**config.mk**
```make
export PLATFORM = sky130hd
export DESIGN_NAME = wb_bus_arbiter
export DESIGN_NICKNAME = d
export VERILOG_FILES = /design/src/rtl/wb_defs.sv /design/src/rtl/wb_watchdog.sv /design/src/rtl/wb_bus_arbiter.sv
export SDC_FILE = /design/constraint.sdc
export NUM_CORES = 1
export LEC_CHECK = 0
export BUFFER_PORTS_ARGS = -buffer_cell sky130_fd_sc_hd__buf_4
export CAP_MARGIN = 20
export CORE_AREA = 8 8 122 124
export CTS_CLUSTER_DIAMETER = 100
export DETAILED_ROUTE_END_ITERATION = 10
export DIE_AREA = 0 0 130 132
export PLACE_DENSITY_LB_ADDON = 0.15
export SKIP_LAST_GASP = 1
export SLEW_MARGIN = 25
export SYNTH_ARGS = -nofsm -noshare
export SYNTH_HDL_FRONTEND = slang
export SYNTH_SLANG_ARGS = --single-unit
```
**constraint.sdc**
```tcl
create_clock -name clk -period 5.15 [get_ports clk]
set_input_delay 0.2575 -clock clk [delete_from_list [all_inputs] [get_ports clk]]
set_output_delay 0.2575 -clock clk [all_outputs]
set_load 0.05 [all_outputs]
```
**src/rtl/wb_defs.sv**
```systemverilog
// Shared definitions for the Wishbone arbiter: FSM states, cycle-type
// codes, grant encodings and the tie-break helper.
package wb_defs;

    typedef enum logic [1:0] {
        ST_IDLE  = 2'd0,
        ST_GNT0  = 2'd1,
        ST_GNT1  = 2'd2,
        ST_ABORT = 2'd3
    } state_t;

    localparam logic [2:0] CTI_CLASSIC = 3'b000;
    localparam logic [2:0] CTI_INCR    = 3'b010;
    localparam logic [2:0] CTI_END     = 3'b111;

    localparam logic [1:0] GNT_NONE = 2'b00;
    localparam logic [1:0] GNT_M0   = 2'b01;
    localparam logic [1:0] GNT_M1   = 2'b10;

    // A tie goes to whichever master did not win the previous arbitration.
    function automatic logic pick_m1(
        input logic c0,
        input logic c1,
        input logic last_m1
    );
        return c1 && (!c0 || !last_m1);
    endfunction

endpackage

```
**src/rtl/wb_watchdog.sv**
```systemverilog
// Stall watchdog: counts strobed cycles without a termination and
// flags the cycle on which the count reaches TIMEOUT.
module wb_watchdog #(
    parameter int TIMEOUT = 255
) (
    input  logic clk,
    input  logic rst,
    input  logic active,
    input  logic stb,
    input  logic ack,
    input  logic err,
    output logic fire
);

    localparam logic [7:0] LIMIT = 8'(TIMEOUT - 1);

    logic [7:0] count;
    logic       stall;

    assign stall = active & stb & ~ack & ~err;
    assign fire  = stall && (count == LIMIT);

    always_ff @(posedge clk) begin
        if (rst || !stall || fire) begin
            count <= '0;
        end else begin
            count <= count + 8'd1;
        end
    end

endmodule

```
**src/rtl/wb_bus_arbiter.sv**
```systemverilog
// Two-master, one-slave Wishbone B4 arbiter with round-robin ties,
// per-cycle ownership and a stall watchdog.
module wb_bus_arbiter
    import wb_defs::*;
#(
    parameter int TIMEOUT = 255
) (
    input  logic        clk,
    input  logic        rst,

    input  logic        m0_cyc_i,
    input  logic        m0_stb_i,
    input  logic        m0_we_i,
    input  logic [29:0] m0_addr_i,
    input  logic [2:0]  m0_cti_i,
    input  logic [1:0]  m0_bte_i,
    input  logic [3:0]  m0_sel_i,
    input  logic [31:0] m0_data_i,
    output logic [31:0] m0_data_o,
    output logic        m0_ack_o,
    output logic        m0_err_o,

    input  logic        m1_cyc_i,
    input  logic        m1_stb_i,
    input  logic        m1_we_i,
    input  logic [29:0] m1_addr_i,
    input  logic [2:0]  m1_cti_i,
    input  logic [1:0]  m1_bte_i,
    input  logic [3:0]  m1_sel_i,
    input  logic [31:0] m1_data_i,
    output logic [31:0] m1_data_o,
    output logic        m1_ack_o,
    output logic        m1_err_o,

    output logic        s_cyc_o,
    output logic        s_stb_o,
    output logic        s_we_o,
    output logic [29:0] s_addr_o,
    output logic [2:0]  s_cti_o,
    output logic [1:0]  s_bte_o,
    output logic [3:0]  s_sel_o,
    output logic [31:0] s_data_o,
    input  logic [31:0] s_data_i,
    input  logic        s_ack_i,
    input  logic        s_err_i,

    output logic [1:0]  grant_o,
    output logic        timeout_o
);

    state_t state;
    logic   last_m1;
    logic   own0;
    logic   own1;
    logic   active;
    logic   own_cyc;
    logic   fire;

    assign own0    = (state == ST_GNT0);
    assign own1    = (state == ST_GNT1);
    assign active  = own0 | own1;
    assign own_cyc = own1 ? m1_cyc_i : m0_cyc_i;

    always_comb begin
        s_cyc_o  = 1'b0;
        s_stb_o  = 1'b0;
        s_we_o   = 1'b0;
        s_addr_o = '0;
        s_cti_o  = '0;
        s_bte_o  = '0;
        s_sel_o  = '0;
        s_data_o = '0;
        if (own0) begin
            s_cyc_o  = m0_cyc_i;
            s_stb_o  = m0_stb_i;
            s_we_o   = m0_we_i;
            s_addr_o = m0_addr_i;
            s_cti_o  = m0_cti_i;
            s_bte_o  = m0_bte_i;
            s_sel_o  = m0_sel_i;
            s_data_o = m0_data_i;
        end else if (own1) begin
            s_cyc_o  = m1_cyc_i;
            s_stb_o  = m1_stb_i;
            s_we_o   = m1_we_i;
            s_addr_o = m1_addr_i;
            s_cti_o  = m1_cti_i;
            s_bte_o  = m1_bte_i;
            s_sel_o  = m1_sel_i;
            s_data_o = m1_data_i;
        end
    end

    wb_watchdog #(
        .TIMEOUT (TIMEOUT)
    ) u_watchdog (
        .clk    (clk),
        .rst    (rst),
        .active (active),
        .stb    (s_stb_o),
        .ack    (s_ack_i),
        .err    (s_err_i),
        .fire   (fire)
    );

    assign m0_data_o = active ? s_data_i : '0;
    assign m1_data_o = active ? s_data_i : '0;
    assign m0_ack_o  = own0 & s_ack_i;
    assign m1_ack_o  = own1 & s_ack_i;
    assign m0_err_o  = own0 & (s_err_i | fire);
    assign m1_err_o  = own1 & (s_err_i | fire);
    assign timeout_o = fire;

    always_comb begin
        unique case (state)
            ST_GNT0: grant_o = GNT_M0;
            ST_GNT1: grant_o = GNT_M1;
            default: grant_o = GNT_NONE;
        endcase
    end

    // last_m1 also names the owner while in ABORT.
    always_ff @(posedge clk) begin
        if (rst) begin
            state   <= ST_IDLE;
            last_m1 <= 1'b0;
        end else begin
            unique case (state)
                ST_IDLE: begin
                    if (m0_cyc_i | m1_cyc_i) begin
                        if (pick_m1(m0_cyc_i, m1_cyc_i, last_m1)) begin
                            state   <= ST_GNT1;
                            last_m1 <= 1'b1;
                        end else begin
                            state   <= ST_GNT0;
                            last_m1 <= 1'b0;
                        end
                    end
                end
                ST_GNT0, ST_GNT1: begin
                    if (fire) begin
                        state <= ST_ABORT;
                    end else if (!own_cyc) begin
                        state <= ST_IDLE;
                    end
                end
                ST_ABORT: begin
                    if (!(last_m1 ? m1_cyc_i : m0_cyc_i)) begin
                        state <= ST_IDLE;
                    end
                end
                default: state <= ST_IDLE;
            endcase
        end
    end

endmodule

```
==> results by group <==
Run status
  • Status: complete, no violations

Final layout
  • Layout area overhead: 114.9%
  • Layout cell share with drive strength beyond 1: ~52%
  • N_diodes: 0
  • Final nets: 840
  • Layout Cells excl Fill: slightly above 800
  • Design area: 4566 um^2

Die
  • Initial core utilization: between 15 and 20%
  • Row count: 42
  • Die Area: around 17000 um^2
  • Die W: 130 um
  • CORE AREA: 12980 um^2
  • IO Count: between 300 and 400
  • Die Ht: ~130 um

STA
  • Slew Limit Headroom: roughly two fifths
  • WHS: between 200 and 250 ps
  • Post-Route Setup TNS: 0 ps
  • Slew Limit Fails: 0
  • Max Clock Skew: 5.904 ps
  • Fmax achieved: 309.4 MHz
  • Tcrit/Tclk final: a little over three fifths
  • Final hold viol count: 0
  • RSZ-0062 raised after global routing: false
  • Min Tclk post-route: 3232 ps
  • Slew @ Worst Pin: a little under 900 ps
  • Final setup violation count: 0

Pwr
  • Peak VDD IR: 0.5007 mV
  • Logic gate share of total power: a little over 90%
  • Final Total Pwr: approximately 0.0035 W
  • Seq pwr share: 3.0%
  • Sw power: 0.002431 W
  • Int Power: around 0.0011 W
  • P per Cell Area: 771.4 nW/um^2
  • Clk pwr share: about 4%
  • Switching power share of the total: 69.04%
  • Leakage: 2.276 nW

Synthesis
  • Post-synthesis sequential area ratio: about a tenth
  • Syn_nets: around 570
  • Number of distinct library cells after synthesis: 30
  • Syn Inst Count: 375
  • Synth top area share: about a quarter
  • Synth Cell Area: between 2000 and 2500 um^2
  • Most common cell in the netlist: nand2_1
  • Warnings from Yosys: 0
  • EDFF count, synth: 0
  • Synth cell count leaders: nand2_1 (138), o21ai_0 (66), and2_1 (34)
  • Mean area per synthesized cell: roughly 5.7 um^2
  • Ys flop type: dfxtp_1
  • Synth top area cells: nand2_1 (24%), o21ai_0 (16%), buf_4 (11%)
  • Synthesis-stage register bit count: 11
  • Asr flop ratio synth: 0%
  • Largest area contributor in the netlist: nand2_1

Global routing
  • Vias in the first global route: 3439
  • GRT Total Usage: roughly 14%
  • First-pass GRT wire length: 19.64 mm
  • Initial antenna violation count: 0
  • Overflow left after global routing: 0
  • Largest net degree at the start of global routing: 80

Setup path
  • Arr. time, crit path: slightly below 3000 ps
  • Crit end category: output port
  • Max stage delay on crit path: roughly 800 ps
  • CP Launch Type: flop
  • Slowest CP cell: ha_1
  • Reg-to-reg startpoint: state[0]$_SDFFE_PP0P_
  • Worst Path Class, Setup: reg2out
  • R2R Setup Slk: 2380 ps
  • Reg2Reg Depth: 6
  • Critical path cell sequence: inv_1 > ha_1 > or3b_4 > a2111oi_4 > nor2_1 > nor2b_1 > buf_4
  • Data required, critical path: 4890 ps
  • Worst Path Max Fanout: 35
  • Worst R2R End: state[0]$_SDFFE_PP0P_

Clock network
  • Max Buffers Root-to-Sink: 2
  • Worst skew pair latency: 240 ps
  • CTS Hold Bufs: 0
  • TritonCTS Buffers: 3
  • CTS sink cnt: 11
  • Clk root buf: clkbuf_16
  • H-tree depth: 1
  • CTS tree: built
  • Post-CTS Setup Bufs: 0
  • Post-cts repair resize count: 0
  • Clock slew at reported path FFs: approximately 50 ps

Routing
  • Drt wl/cell: ~17 um
  • Drt pass-1 iters: 4
  • Via count: roughly 3400
  • Post-DR vias/cell: 4.121
  • DRC errors left: 0
  • Drt total wl: about 14 mm
  • Post-route ant nets: 0
  • Number of DRC markers in iteration 0: 136

Flow run
  • Max Cap Viol: 0

Placed design
  • Cells after DPL: a little over 800
  • RD Place Congestion: 0.8339
  • Placed Area: ~4500 um^2
  • HPWL after DPL: about 12 mm
  • Port bufs: 328

Worst hold path
  • Hold Path End: last_m1$_SDFFE_PP0P_
  • HP Class: in2reg
  • Min-delay src: rst
  • Hold Path Stages: 2
## power by group through the flow
| stage | Sequential [W] | Clock, W | Combinational, W |
|---|---|---|---|
| floorplan | 0.000104 | 0 | 0.00242 |
| global placement | 0.000107 | 0 | 0.00330 |
| detailed placement | 0.000108 | 0 | 0.00331 |
| CTS | 0.000106 | 0.000144 | 0.00331 |
| global route | 0.000108 | 0.000150 | 0.00343 |
| finish | 0.000106 | 0.000142 | 0.00327 |
## final cells by class
cell class                      instances  area [um^2]
Fill cell                            1423         8414
Inverter                                4        15.01
Clock buffer                            4        78.83
Tap cell                              176        220.2
Timing Repair Buffer                  330         2477
Multi-Input combinational cell        299         1554
Sequential cell                        11        220.2
## worst max-delay path by stage
stage / start / endpoint / depth (start not counted)
floorplan: state[1]$_SDFFE_PP0P_ / m0_err_o / 7
global placement: state[0]$_SDFFE_PP0P_ / m0_err_o / 7
detailed placement: state[0]$_SDFFE_PP0P_ / m1_err_o / 7
CTS: state[0]$_SDFFE_PP0P_ / m1_err_o / 7
global route: state[0]$_SDFFE_PP0P_ / m1_err_o / 7
finish: state[0]$_SDFFE_PP0P_ / m1_err_o / 7
## state kept, by name, summed over array words and instances (netlist names)
name,flops
state,2
last_m1,1
u_watchdog.count,8
## cell families after synthesis
| kind of cell | count (synthesis) | share of synthesized area (%) |
|---|---|---|
| flip-flops | 11 | 10.37 |
| buffers and inverters | 65 | 17.20 |
| AO/OA/AOI/OAI | 84 | 23.56 |
| AND/OR/NAND/NOR | 200 | 41.23 |
| XOR/XNOR | 6 | 2.473 |
| adder cells (fa/ha/maj) | 7 | 4.122 |
| multiplexers | 2 | 1.060 |
## metal layers
layer  routed length (um)  part of all wire (%)  GRT usage (%)  up-vias
met2                 7270                    53          28.68      188
met3                 1657                    12          5.218        6
met4                   89                  0.65          1.614        0
li1                     -                     -              -     1732
met1                 4716                    34          14.07     1470
met5                    0                     0              0        -
## cells in the final DEF (no fill, tap or decap), drive strengths merged
master   instances
a2111oi          1
a21boi           1
a21oi            2
a221oi           2
a22o             8
a311oi           3
and2            34
and3             1
buf            330
clkbuf           4
dfxtp           11
ha               7
inv              4
mux2             2
nand2          138
nand3            4
nand3b           1
nand4            1
nor2            13
nor2b            4
nor3             1
o21ai           66
o21bai           1
or2              1
or3b             2
xnor2            4
xor2             2
## worst max-delay path: cells and delay by family (launching register included)
kind	cells	cell delay, ps
simple gates	3	770
compound gates	1	440
buf+inv	2	330
fa+ha+maj	1	800
flops	1	390
## through the flow
| stage | util, % | worst slack, ps |
|---|---|---|
| after floorplan | - | 1894 |
| after global placement | 34.57 | 2165 |
| after detailed placement | 34.57 | 2093 |
| after CTS | 35.17 | 1846 |
| after global routing | 35.17 | 1696 |
| final | 35.17 | 1918 |
Note: power is estimated with default switching activity, not from simulation.
